`src/rtl/register_file_pkg.sv`:
```
// Shared widths and zero constants for the architectural register file
// and its read ports.
package register_file_pkg;

    localparam int DATA_WIDTH = 32;
    localparam int REG_WIDTH  = 5;
    localparam int ROB_WIDTH  = 4;
    localparam int REG_COUNT  = 1 << REG_WIDTH;

    localparam logic [ROB_WIDTH-1:0]  ZERO_ROB  = '0;
    localparam logic [DATA_WIDTH-1:0] ZERO_DATA = '0;
    localparam logic [REG_WIDTH-1:0]  ZERO_REG  = '0;

endpackage

```
`src/rtl/regfile_read_port.sv`:
```
// One combinational operand read port: forces x0 to zero and forwards a
// same-cycle commit whose ROB tag still owns the queried register.
module regfile_read_port
    import register_file_pkg::*;
(
    input  logic [REG_WIDTH-1:0]  query_reg,
    input  logic [REG_WIDTH-1:0]  commit_reg,
    input  logic [ROB_WIDTH-1:0]  commit_rob,
    input  logic [DATA_WIDTH-1:0] commit_value,
    input  logic [DATA_WIDTH-1:0] stored_value,
    input  logic [ROB_WIDTH-1:0]  stored_tag,
    output logic [DATA_WIDTH-1:0] value,
    output logic [ROB_WIDTH-1:0]  tag
);

    // A commit only bypasses when it is the youngest producer; an older
    // commit must not hide a newer pending tag.
    always_comb begin
        value = stored_value;
        tag   = stored_tag;
        if (query_reg == ZERO_REG) begin
            value = ZERO_DATA;
            tag   = ZERO_ROB;
        end else if (commit_reg == query_reg && stored_tag == commit_rob) begin
            value = commit_value;
            tag   = ZERO_ROB;
        end
    end

endmodule

```
`src/rtl/register_file.sv`:
```
// Architectural register file with per-register rename tags: commit writes
// retired values, rename records the youngest producer, flush drops all tags.
module register_file
    import register_file_pkg::*;
(
    input  logic                  clk,
    input  logic                  rst,
    input  logic                  ena,
    input  logic                  in_flush,
    input  logic [REG_WIDTH-1:0]  in_commit_reg,
    input  logic [ROB_WIDTH-1:0]  in_commit_rob,
    input  logic [DATA_WIDTH-1:0] in_commit_value,
    input  logic                  in_rename_ena,
    input  logic [REG_WIDTH-1:0]  in_rename_reg,
    input  logic [ROB_WIDTH-1:0]  in_rename_rob,
    input  logic [REG_WIDTH-1:0]  in_query_reg1,
    input  logic [REG_WIDTH-1:0]  in_query_reg2,
    output logic [DATA_WIDTH-1:0] out_value1,
    output logic [DATA_WIDTH-1:0] out_value2,
    output logic [ROB_WIDTH-1:0]  out_tag1,
    output logic [ROB_WIDTH-1:0]  out_tag2
);

    logic [DATA_WIDTH-1:0] value_arr [REG_COUNT];
    logic [ROB_WIDTH-1:0]  tag_arr   [REG_COUNT];

    // Later assignments win the tag: commit clear, then rename, then flush.
    // The committed value is written regardless of rename or flush.
    always_ff @(posedge clk) begin
        if (rst) begin
            for (int i = 0; i < REG_COUNT; i++) begin
                value_arr[i] <= ZERO_DATA;
                tag_arr[i]   <= ZERO_ROB;
            end
        end else if (ena) begin
            if (in_commit_reg != ZERO_REG) begin
                value_arr[in_commit_reg] <= in_commit_value;
                if (tag_arr[in_commit_reg] == in_commit_rob)
                    tag_arr[in_commit_reg] <= ZERO_ROB;
            end
            if (in_rename_ena && in_rename_reg != ZERO_REG)
                tag_arr[in_rename_reg] <= in_rename_rob;
            if (in_flush) begin
                for (int i = 0; i < REG_COUNT; i++)
                    tag_arr[i] <= ZERO_ROB;
            end
        end
    end

    regfile_read_port port1 (
        .query_reg    (in_query_reg1),
        .commit_reg   (in_commit_reg),
        .commit_rob   (in_commit_rob),
        .commit_value (in_commit_value),
        .stored_value (value_arr[in_query_reg1]),
        .stored_tag   (tag_arr[in_query_reg1]),
        .value        (out_value1),
        .tag          (out_tag1)
    );

    regfile_read_port port2 (
        .query_reg    (in_query_reg2),
        .commit_reg   (in_commit_reg),
        .commit_rob   (in_commit_rob),
        .commit_value (in_commit_value),
        .stored_value (value_arr[in_query_reg2]),
        .stored_tag   (tag_arr[in_query_reg2]),
        .value        (out_value2),
        .tag          (out_tag2)
    );

endmodule

```
`config.mk`:
```
export PLATFORM = sky130hd
export DESIGN_NAME = register_file
export DESIGN_NICKNAME = d
export VERILOG_FILES = /design/src/rtl/register_file_pkg.sv /design/src/rtl/regfile_read_port.sv /design/src/rtl/register_file.sv
export SDC_FILE = /design/constraint.sdc
export NUM_CORES = 2
export LEC_CHECK = 0
export BUFFER_PORTS_ARGS = -buffer_cell sky130_fd_sc_hd__buf_4
export CAP_MARGIN = 20
export CORE_ASPECT_RATIO = 1.25
export CORE_MARGIN = 1.5
export CORE_UTILIZATION = 55
export DETAILED_ROUTE_END_ITERATION = 10
export GPL_ROUTABILITY_DRIVEN = 0
export PLACE_DENSITY_LB_ADDON = 0.12
export SYNTH_ARGS = -nofsm -noshare
export SYNTH_HDL_FRONTEND = slang
export SYNTH_SLANG_ARGS = --single-unit
```
`constraint.sdc`:
```
create_clock -name clk -period 6.9 [get_ports clk]
set_input_delay 2.07 -clock clk [delete_from_list [all_inputs] [get_ports clk]]
set_output_delay 2.07 -clock clk [all_outputs]
set_load 0.01 [all_outputs]
```
==> flow_summary.toml <==
[clock_network]
worstSkewPairLatency_ns = 0.74
clock_path_buffers = 3
cts_root_buf = "clkbuf_16"
cts_inserted_buffers = 114
cts.sinks = 1152
tritoncts = "yes"
cts_max_level = 3
path_clk_slew_ns = 0.07

[sta]
timing.final.max_slew_violations = 0
fmax_mhz = 143
clock_skew_ns = 0.0403
timing.setup.tns_ns = -1.92
setup_viol = 30
worst_slack_ns = -0.109
finalCriticalPeriod_ns = 7.01
whs_ns = 1.70
hold_viol_final = 0
rsz0062_at_grt = "yes"
tightestPinTransition_ns = 1.16
min_period_over_period_pct = 102
slew_headroom_pct = 22.9

[floorplanning]
ios = 137
fp-row-count = 139
die_h_um = 383
die-area_um2 = 118000
start_util_pct = 55.4
core_um2 = 115000
fp.dieW_um = 307

[worst_setup_path]
start_kind = "input pin"
cp_max_fo = 15
critPathKind = "in -> out"
crit_required_ns = 4.83
cp-startpoint = "in_query_reg2[2]"
cp_data_arrival_time_ns = 4.94
reg2regPathDepth = 8
critical_path.endpoint_type = "primary output"
timing.rr.start = "tag_arr[25][0]$_SDFFCE_PN0P_"

[outcome]
violations = "setup timing"
status = "finished with violations"

[detailed_routing]
wire_per_inst_um = 37.4
vias = 41247
viasPerCell = 7.13
routed_wirelength_um = 216000
drc = 0
drtAntennaViolNets = 0
dr.pass1.iters = 8
drt_iter0_drc = 6636

[flow_run]
maxCapViolations = 0

[synth]
synth_cells = 4129
synth-seq-cells = 1152
synth_edf_count = 1152
synth_area_um2 = 63600
synth_flop_cell = "edfxtp_1"
async_reset_ff_share_pct = 0
seq_area_frac_synth_pct = 54.4
synth_cell_type_count = 67
ys_warn_count = 0
avgSynthCellArea_um2 = 15.4

[pwr]
power_density_nw_per_um2 = 237
vdd_drop_max_mv = 0.177
p_leak_nw = 24.5

[cells_and_area]
fin_cells = 5784
area_growth_pct = 12.2
nets = 4268
final_cell_mix = "edfxtp_1, and2_1, mux4_2, buf_4"
drive_above_1_share_pct = 31.4
layout_commonest_cell = "edfxtp_1"
final_core_util_pct = 62.2

[global_route]
grt_pass1_vias = 41090
overflow = 0
grt_first_pass_wirelength_um = 301000
grt_start_max_net_pins = 121
antenna_found_initial = 14
grtUsageTotal_pct = 37.0

[placed_design]
portBuffers = 136
dp_hpwl_um = 122000
dp.cells = 5547

[min_path]
whs_path_depth = 2
hold_class = "in -> reg"
holdCritStartpoint = "in_rename_rob[0]"
[worst max-delay path, cell delays in order]
cell and delay, ns:
buf_6 0.08, buf_6 0.21, mux4_2 0.34, mux2i_2 0.22, nor2_2 0.09, nor4b_2 0.28
buf_4 0.16, mux2i_2 0.24, nor4b_4 0.28, buf_6 0.17, buf_12 0.20, buf_6 0.14
mux2i_1 0.19, nor2_1 0.06, buf_4 0.16
[cell type report]
type                            instances  area (µm²)
Fill cell                            8284       43400
Sequential cell                      1152       34600
Timing Repair Buffer                  371        3540
Antenna cell                            8        20.0
Clock buffer                          135        2970
Inverter                               12        55.1
Clock inverter                         74         639
Multi-Input combinational cell       2552       27700
Tap cell                             1480        1850
[kinds of logic after synthesis]
logic type,synth area share [%]
and+or+nand+nor,13.5
DFF,54.4
muxes,27.1
buffers and inverters,2.93
AOI/OAI and AO/OA,1.86
xor gates and xnor gates,0.248
other,0.00589
[path summary, 6_finish.rpt]
check	to	slack, ns
min	tag_arr[2][0]$_SDFFCE_PN0P_	1.70
max	out_value2[22]	-0.11
min reg2reg	tag_arr[30][0]$_SDFFCE_PN0P_	1.72
max reg2reg	tag_arr[14][2]$_SDFFCE_PN0P_	3.03
[report_power, final]
group          leakage, nW  total, W  switching, W  internal, W
registers             11.1   0.00832      0.000221      0.00810
clock network         1.75   0.00618       0.00275      0.00343
logic                 11.7   0.00242       0.00129      0.00113
total                 24.5    0.0169       0.00426       0.0127
[what timing repair did]
item,CTS,global route
hold buffers,0,0
gates cloned,5,2
pin swaps,2,13
resized for setup,43,35
buffers inserted,13,6
endpoints found under the setup margin,72,57
[stage by stage]
step	power (W)	worst slack, ns	area, µm²
global placement	0.0108	-0.274	67100
detailed placement	0.0108	-0.326	67100
CTS	0.0169	-0.122	71200
global route	0.0173	-0.167	71400
finish	0.0169	-0.109	71400
floorplan	0.00984	0.231	63800
[synth_stat cells (7+ instances only)]
cell	instances	share of area (%)
mux4_2	691	24
nand3_1	8	0.063
o211ai_1	7	0.083
clkbuf_1	337	2.0
o21ai_1	7	0.055
nand2_1	129	0.76
a21oi_1	9	0.071
a22oi_1	22	0.26
or2_2	36	0.35
buf_2	51	0.40
nor2_1	103	0.61
xor2_1	11	0.15
mux2i_1	162	2.5
buf_1	47	0.28
and3_1	14	0.14
nor3_1	156	1.2
nor2b_1	11	0.11
and2_1	1003	9.9
edfxtp_1	1152	54
xnor2_1	7	0.096
o221ai_1	21	0.29
a221oi_1	19	0.26
a211oi_1	34	0.40
[per-layer routing]
metal  share of wire (%)  wire length (µm)  global-route usage (%)
met3                  12             25400                    6.80
met4                 6.5             14100                    21.8
met5               0.014                30                       0
met2                  48            103000                    58.6
met1                  34             73800                    48.1
[sequential cells by signal (all words and copies together) (netlist names)]
register   count
value_arr   1024
tag_arr      128
No activity file was read; power rests on OpenSTA's default activity.
